File: config.mk
export PLATFORM = sky130hd
export DESIGN_NAME = fetch_ctrl_flat
export DESIGN_NICKNAME = d
export VERILOG_FILES = /design/src/rtl/fetch_ctrl_if.sv /design/src/rtl/fetch_ctrl.sv /design/src/flat_wrapper.sv
export SDC_FILE = /design/constraint.sdc
export NUM_CORES = 1
export LEC_CHECK = 0
export ABC_AREA = 1
export CORE_MARGIN = 2
export CORE_UTILIZATION = 45
export DETAILED_ROUTE_END_ITERATION = 12
export DONT_BUFFER_PORTS = 1
export GPL_TIMING_DRIVEN = 0
export PLACE_DENSITY = 0.59
export SYNTH_ARGS = -nofsm -noshare
export SYNTH_HDL_FRONTEND = slang
export SYNTH_SLANG_ARGS = --single-unit
File: constraint.sdc
create_clock -name clk -period 4.05 [get_ports clk]
set_clock_uncertainty 0.1 [all_clocks]
set_input_delay 0.81 -clock clk [delete_from_list [all_inputs] [get_ports clk]]
set_output_delay 0.81 -clock clk [all_outputs]
set_load 0.05 [all_outputs]
File: src/rtl/fetch_ctrl_if.sv
// Handshake bundle for the frame fetch controller: frame control, fetch
// datapath read port, and the chunk stream towards the downstream BNN layer.
interface fetch_ctrl_if #(
   parameter int W  = 16,
   parameter int NW = 5,
   parameter int NC = 4
);
   localparam int IW = (NC > 1) ? $clog2(NC) : 1;

   logic              frame_valid;
   logic              frame_ack;
   logic              fetch_empty;
   logic              fetch_rd_en;
   logic [NW*W-1:0]   chunk_in;
   logic [NW*W-1:0]   chunk_out;
   logic              chunk_valid;
   logic              chunk_ready;
   logic [IW-1:0]     chunk_idx;
   logic              chunk_last;
   logic              busy;
   logic              err;

   modport master (
      input  frame_valid, fetch_empty, chunk_in, chunk_ready,
      output frame_ack, fetch_rd_en, chunk_out, chunk_valid,
             chunk_idx, chunk_last, busy, err
   );

   modport slave (
      output frame_valid, fetch_empty, chunk_in, chunk_ready,
      input  frame_ack, fetch_rd_en, chunk_out, chunk_valid,
             chunk_idx, chunk_last, busy, err
   );
endinterface

File: src/rtl/fetch_ctrl.sv
// Frame fetch controller: reads a frame chunk by chunk from the fetch datapath
// and presents each chunk downstream with a valid/ready handshake.
//
// state | meaning
// IDLE  | waiting for frame_valid
// REQ   | read strobe to fetch datapath (or drop frame on empty)
// CAPT  | register the fetched chunk
// HOLD  | chunk_out valid, waiting for chunk_ready
// DONE  | one-cycle frame_ack, chunk index rewinds
module fetch_ctrl #(
   parameter int W  = 16,
   parameter int NW = 5,
   parameter int NC = 4
) (
   input  logic          clk,
   input  logic          rst,
   fetch_ctrl_if.master  bus
);
   localparam int IW = (NC > 1) ? $clog2(NC) : 1;
   localparam logic [IW-1:0] LAST_IDX = IW'(NC - 1);

   typedef enum logic [2:0] {
      S_IDLE = 3'd0,
      S_REQ  = 3'd1,
      S_CAPT = 3'd2,
      S_HOLD = 3'd3,
      S_DONE = 3'd4
   } state_t;

   state_t            r_state;
   state_t            w_next;
   logic [NW*W-1:0]   r_chunk_out;
   logic [IW-1:0]     r_idx;
   logic              r_err;
   logic              w_handshake;

   assign w_handshake = (r_state == S_HOLD) && bus.chunk_ready;

   always_ff @(posedge clk or posedge rst) begin
      if (rst) begin
         r_state <= S_IDLE;
      end else begin
         r_state <= w_next;
      end
   end

   always_comb begin
      w_next = r_state;
      case (r_state)
         S_IDLE: if (bus.frame_valid) w_next = S_REQ;
         S_REQ:  w_next = bus.fetch_empty ? S_DONE : S_CAPT;
         S_CAPT: w_next = S_HOLD;
         S_HOLD: if (w_handshake) w_next = (r_idx == LAST_IDX) ? S_DONE : S_REQ;
         S_DONE: w_next = S_IDLE;
         default: w_next = S_IDLE;
      endcase
   end

   // Datapath registers: chunk capture, chunk index, sticky underrun flag.
   always_ff @(posedge clk or posedge rst) begin
      if (rst) begin
         r_chunk_out <= '0;
         r_idx       <= '0;
         r_err       <= 1'b0;
      end else begin
         if (r_state == S_CAPT) r_chunk_out <= bus.chunk_in;
         if (r_state == S_REQ && bus.fetch_empty) r_err <= 1'b1;
         if (r_state == S_DONE) begin
            r_idx <= '0;
         end else if (w_handshake && r_idx != LAST_IDX) begin
            r_idx <= r_idx + 1'b1;
         end
      end
   end

   always_comb begin
      bus.fetch_rd_en = 1'b0;
      bus.chunk_valid = 1'b0;
      bus.frame_ack   = 1'b0;
      bus.busy        = 1'b1;
      case (r_state)
         S_IDLE: bus.busy        = 1'b0;
         S_REQ:  bus.fetch_rd_en = ~bus.fetch_empty;
         S_HOLD: bus.chunk_valid = 1'b1;
         S_DONE: bus.frame_ack   = 1'b1;
         default: ;
      endcase
   end

   assign bus.chunk_out  = r_chunk_out;
   assign bus.chunk_idx  = r_idx;
   assign bus.chunk_last = (r_state == S_HOLD) && (r_idx == LAST_IDX);
   assign bus.err        = r_err;
endmodule
File: src/flat_wrapper.sv
// flat-port wrapper written by rule: the top's interface ports become plain ports
module fetch_ctrl_flat 
#(
   parameter int W  = 16,
   parameter int NW = 5,
   parameter int NC = 4
)
  (clk, rst, bus_frame_valid, bus_fetch_empty, bus_chunk_in, bus_chunk_ready, bus_frame_ack, bus_fetch_rd_en, bus_chunk_out, bus_chunk_valid, bus_chunk_idx, bus_chunk_last, bus_busy, bus_err);
  fetch_ctrl_if #(.W(W), .NW(NW), .NC(NC)) bus_i ();
  input  logic clk;
  input  logic rst;
  input wire logic [$bits(bus_i.frame_valid)-1:0] bus_frame_valid;
  input wire logic [$bits(bus_i.fetch_empty)-1:0] bus_fetch_empty;
  input wire logic [$bits(bus_i.chunk_in)-1:0] bus_chunk_in;
  input wire logic [$bits(bus_i.chunk_ready)-1:0] bus_chunk_ready;
  output wire logic [$bits(bus_i.frame_ack)-1:0] bus_frame_ack;
  output wire logic [$bits(bus_i.fetch_rd_en)-1:0] bus_fetch_rd_en;
  output wire logic [$bits(bus_i.chunk_out)-1:0] bus_chunk_out;
  output wire logic [$bits(bus_i.chunk_valid)-1:0] bus_chunk_valid;
  output wire logic [$bits(bus_i.chunk_idx)-1:0] bus_chunk_idx;
  output wire logic [$bits(bus_i.chunk_last)-1:0] bus_chunk_last;
  output wire logic [$bits(bus_i.busy)-1:0] bus_busy;
  output wire logic [$bits(bus_i.err)-1:0] bus_err;
  assign bus_i.frame_valid = bus_frame_valid;
  assign bus_i.fetch_empty = bus_fetch_empty;
  assign bus_i.chunk_in = bus_chunk_in;
  assign bus_i.chunk_ready = bus_chunk_ready;
  assign bus_frame_ack = bus_i.frame_ack;
  assign bus_fetch_rd_en = bus_i.fetch_rd_en;
  assign bus_chunk_out = bus_i.chunk_out;
  assign bus_chunk_valid = bus_i.chunk_valid;
  assign bus_chunk_idx = bus_i.chunk_idx;
  assign bus_chunk_last = bus_i.chunk_last;
  assign bus_busy = bus_i.busy;
  assign bus_err = bus_i.err;
  fetch_ctrl #(.W(W), .NW(NW), .NC(NC)) u_core (.clk(clk), .rst(rst), .bus(bus_i));
endmodule
== Word level (Yosys, flattened, before mapping) ==
Cells that the tools add are included.
Storage, ports and cells
  flip-flop bits (word level): 86
  latch bits: 0
  bits in writable memories: 0
  bits in read-only memories: 0
  bits of input ports: 85
  output and inout port bits: 88
  logic and storage cells: 32
  memories kept: 0
Cells by class
  add/subtract/negate cells: 1
  $mul: 0
  div/mod/pow operators: 0
  magnitude comparators: 0
  eq/ne operators: 8
  shift operators: 0
  muxes and demuxes: 11
  bitwise gates (word level): 1
  reductions and logical operators: 7
Operators by type and width (number)
  3-bit 2-to-1 mux: 4
  3-bit one-hot mux with 4 select lines: 1
  3-bit by 2-bit equality test with 1-bit output (second input constant): 2
  1-bit logical AND: 4
  1-bit 2-to-1 mux: 4
  2-bit 2-to-1 mux: 2
  2-bit inequality test (second input constant): 2
  3-bit by 1-bit equality test with 1-bit output (second input constant): 1
  3-bit equality test (second input constant): 1
  3-bit logical NOT: 1
  2-bit by 1-bit adder with 2-bit output (second input constant): 1
  2-bit equality test (second input constant): 1
  2-bit by 1-bit inequality test with 1-bit output (second input constant): 1
  2-bit AND reduction: 1
  2-bit nonzero test: 1
  1-bit inverter: 1

== Depth between registers and ports, before layout ==
  word-level depth: 5
  gate-level depth with buffers: 7
  mapped depth without buffers: 7

== Least setup slack after synthesis ==
No wires, ideal clock.
  path type: input-to-output
  from: input port bus_fetch_empty
  to: output port bus_fetch_rd_en
  data arrival time: 1.464 ns
  data required time: 3.140 ns
  setup slack: 1.676 ns
  cell stages on the path: 1
  path buffers: 0
  path through: nor2_1
Between the ends
  word-level cells in the longest chain between the ends: 2
RTL lines
  start, declared: RTL line flat_wrapper.sv:13  | input wire logic [$bits(bus_i.fetch_empty)-1:0] bus_fetch_empty;
  1-bit inverter: RTL line fetch_ctrl.sv:83  | S_REQ: bus.fetch_rd_en = ~bus.fetch_empty;
  1-bit 2-to-1 mux: RTL line fetch_ctrl.sv:81  | case (r_state)
  end, declared: RTL line flat_wrapper.sv:17  | output wire logic [$bits(bus_i.fetch_rd_en)-1:0] bus_fetch_rd_en;
No other way between the ends.

== Worst setup path in the final report ==
  from: register u_core.r_state[0]
  to: output port bus_chunk_last
Between the ends
  word-level cells in the longest chain between the ends: 2
RTL lines
  start, declared: RTL line fetch_ctrl.sv:30  | state_t r_state;
  start signal, assigned: RTL line fetch_ctrl.sv:43  | r_state <= w_next;
  3-bit by 2-bit equality test with 1-bit output: RTL line fetch_ctrl.sv:92  | assign bus.chunk_last = (r_state == S_HOLD) && (r_idx == LAST_IDX);
  1-bit logical AND: RTL line fetch_ctrl.sv:92
  end, declared: RTL line flat_wrapper.sv:21  | output wire logic [$bits(bus_i.chunk_last)-1:0] bus_chunk_last;
No other way between the ends.

==> qor.txt <==
Count of cell types in the netlist: 18
Post-Syn Nets: 478
Clk root buf: clkbuf_8
Dpl ws: 1590 ps
Max Cap Violations: 0
Crit path required time: 3140 ps
Area leader, netlist: dfrtp_1
#FFs+latches synth: 86
Critical path arrival: 1920 ps
Vias in the first global route: 2704
Worst setup slack after layout: 1220 ps
Dpl hpwl: 5950 µm
Post-synth top area share: 62.2%
Chip Width: 91.7 µm
N_diodes: 0
Total GRT Usage: 20.7%
Unrepaired setup endpoints after global routing: no
Worst-margin pin slew: 883 ps
Pin count of the biggest net entering global routing: 55
Worst r2r dst: u_core.r_state[0]
Crit-path cells: nand2_1, nor2_2, nand2_1, inv_1
CP most frequent cell: nand2_1
CTS Hold Bufs: 0
Boundary Pins: 173
Inserted Clock Buffers: 9
Hold_ws: 250 ps
Antenna-violating nets left: 0
Register area share after synthesis: 62.2%
Ys Warns: 0
Final Instance Area: 3850 µm²
H-tree Lvls: 3
Most frequent cell after synthesis: nand2_1
Vias: 2683
Mean post-synth cell area: 8.83 µm²
IO buf count: 0
GP Congestion: 0.738
Mapped cell area: 3460 µm²
Crit start category: flip-flop
CTS max path bufs: 2
Routed wire length: 8440 µm
Wire per inst: 16.7 µm
Hold Violations, Final: 0
Top cells by area, synth: dfrtp_1 (62%), nand2_1 (19%), nand3_1 (12%)
Final #Nets: 490
Cells after synthesis: 392
Critical path capture point type: primary output
Max FO, Critical Path: 5
Max Freq: 353 MHz
Register clock-pin slew on the reported worst setup and hold paths: 80 ps
Fraction of registers with async set/reset: 100%
Critical path class: reg -> out
Main synth FF type: dfrtp_1
Layout cells sized above 1: 9.07%
Grt ovf: 0
Post-CTS Resized: 0
Fin crit period: 2830 ps
Core ar.: 7370 µm²
Clk_lat worst skew: 340 ps
Reg2reg start: u_core.r_state[0]
Number of placement rows: 31
First-pass GRT wire length: 13700 µm
DIE AREA: 8410 µm²
TritonCTS Sinks: 86
Number of synthesized flops with an enable pin: 0
Via-per-instance ratio: 5.29
Largest stage delay on the critical path: 520 ps
# setup viols final: 0
Initial antenna violation count: 0
Drc violations: 0
Starting Density: 47.0%
Post-CTS setup buffer count: 0
Dpl cell area: 3620 µm²
First DRT Iteration DRCs: 110
Synthesis-to-finish area growth: 11.3%
TritonCTS clock tree: yes
Outcome: completed
Rel. slew slack: 40.9%
Fin crit share: 69.9%
Path category of the worst min-delay check: in -> async
Slowest-stage cell, CP: nor2_2
Fin. max-slew vios: 0
Number of detailed-route iterations in the first pass: 6
Synth top cells by count: nand2_1 (172), dfrtp_1 (86), nand3_1 (86)
Die H: 91.7 µm
FF-to-FF setup slack: 2290 ps
Worst r2r path cells: 7
-- logic make-up (layout without fill, tap and decap cells) --
logic type | after synthesis | count (layout) | synth area share (%)
AOI/OAI and AO/OA | 3 | 3 | 0.506
adders and majority gates | 1 | 1 | 0.361
buffers and inverters | 36 | 52 | 4.48
DFF | 86 | 86 | 62.2
and+or+nand+nor | 266 | 266 | 32.5
-- metal layers --
metal | global-route usage, % | wire [µm] | up-vias
li1 | - | - | 1275
met1 | 26.6 | 3440 | 1269
met2 | 30.9 | 3830 | 122
met3 | 8.38 | 959 | 17
met4 | 8.96 | 215 | 0
met5 | 0 | 0 | -
-- critical path, delay by kind of cell (launching register included) --
kind,cells,cell delay [ps]
and+or+nand+nor,3,790
DFF,1,420
buffers and inverters,1,360
-- area by class of cell --
class                   count  area (µm²)
plain buffers              24         110
clock buffers              11         141
clock inverters             4        95.1
fillers                   748        3520
inverters                  12        47.5
multi-input cells         270        1150
flip-flops and latches     86        2150
well taps                  99         124
repair buffers              1        27.5
-- state kept, by name (all words and copies together) (netlist names) --
| signal | flops |
|---|---|
| u_core.bus.chunk_out | 80 |
| u_core.bus.err | 1 |
| u_core.bus.chunk_idx | 2 |
| u_core.r_state | 3 |
-- per-stage QoR --
stage               util [%]  instances  TNS, ps
floorplan                  -        392        0
global placement        48.7        491    -5770
detailed placement      49.1        492        0
CTS                     52.3        507        0
global route            52.3        507        0
finish                  52.3        507        0
-- worst max-delay path by stage --
stage	slack (ps)	start	to
after floorplan	920	rst	u_core.bus.chunk_idx[0]
after global placement	-70	rst	u_core.bus.chunk_idx[0]
after detailed placement	1590	u_core.r_state[0]	bus_chunk_last
after CTS	1200	u_core.r_state[0]	bus_chunk_last
after global routing	1090	u_core.r_state[0]	bus_chunk_last
final	1220	u_core.r_state[0]	bus_chunk_last
-- cells in the final DEF (no fill, tap or decap) --
| cell | count |
|---|---|
| a21oi_1 | 1 |
| nor2_1 | 2 |
| o21ai_0 | 1 |
| nand3_1 | 86 |
| inv_4 | 1 |
| bufinv_16 | 3 |
| clkbuf_8 | 10 |
| nor2_2 | 1 |
| nand2_1 | 172 |
| nor3_1 | 1 |
| inv_1 | 9 |
| nor2_4 | 1 |
| clkinv_2 | 1 |
| buf_2 | 16 |
| inv_2 | 2 |
| dfrtp_1 | 86 |
| buf_1 | 1 |
| buf_16 | 1 |
| o211ai_1 | 1 |
| clkbuf_1 | 8 |
| nand4_1 | 2 |
| nand2_2 | 1 |
| ha_1 | 1 |
Power is not shown: default switching activity piles up to over one toggle a cycle in this logic, so the estimate is an artifact.
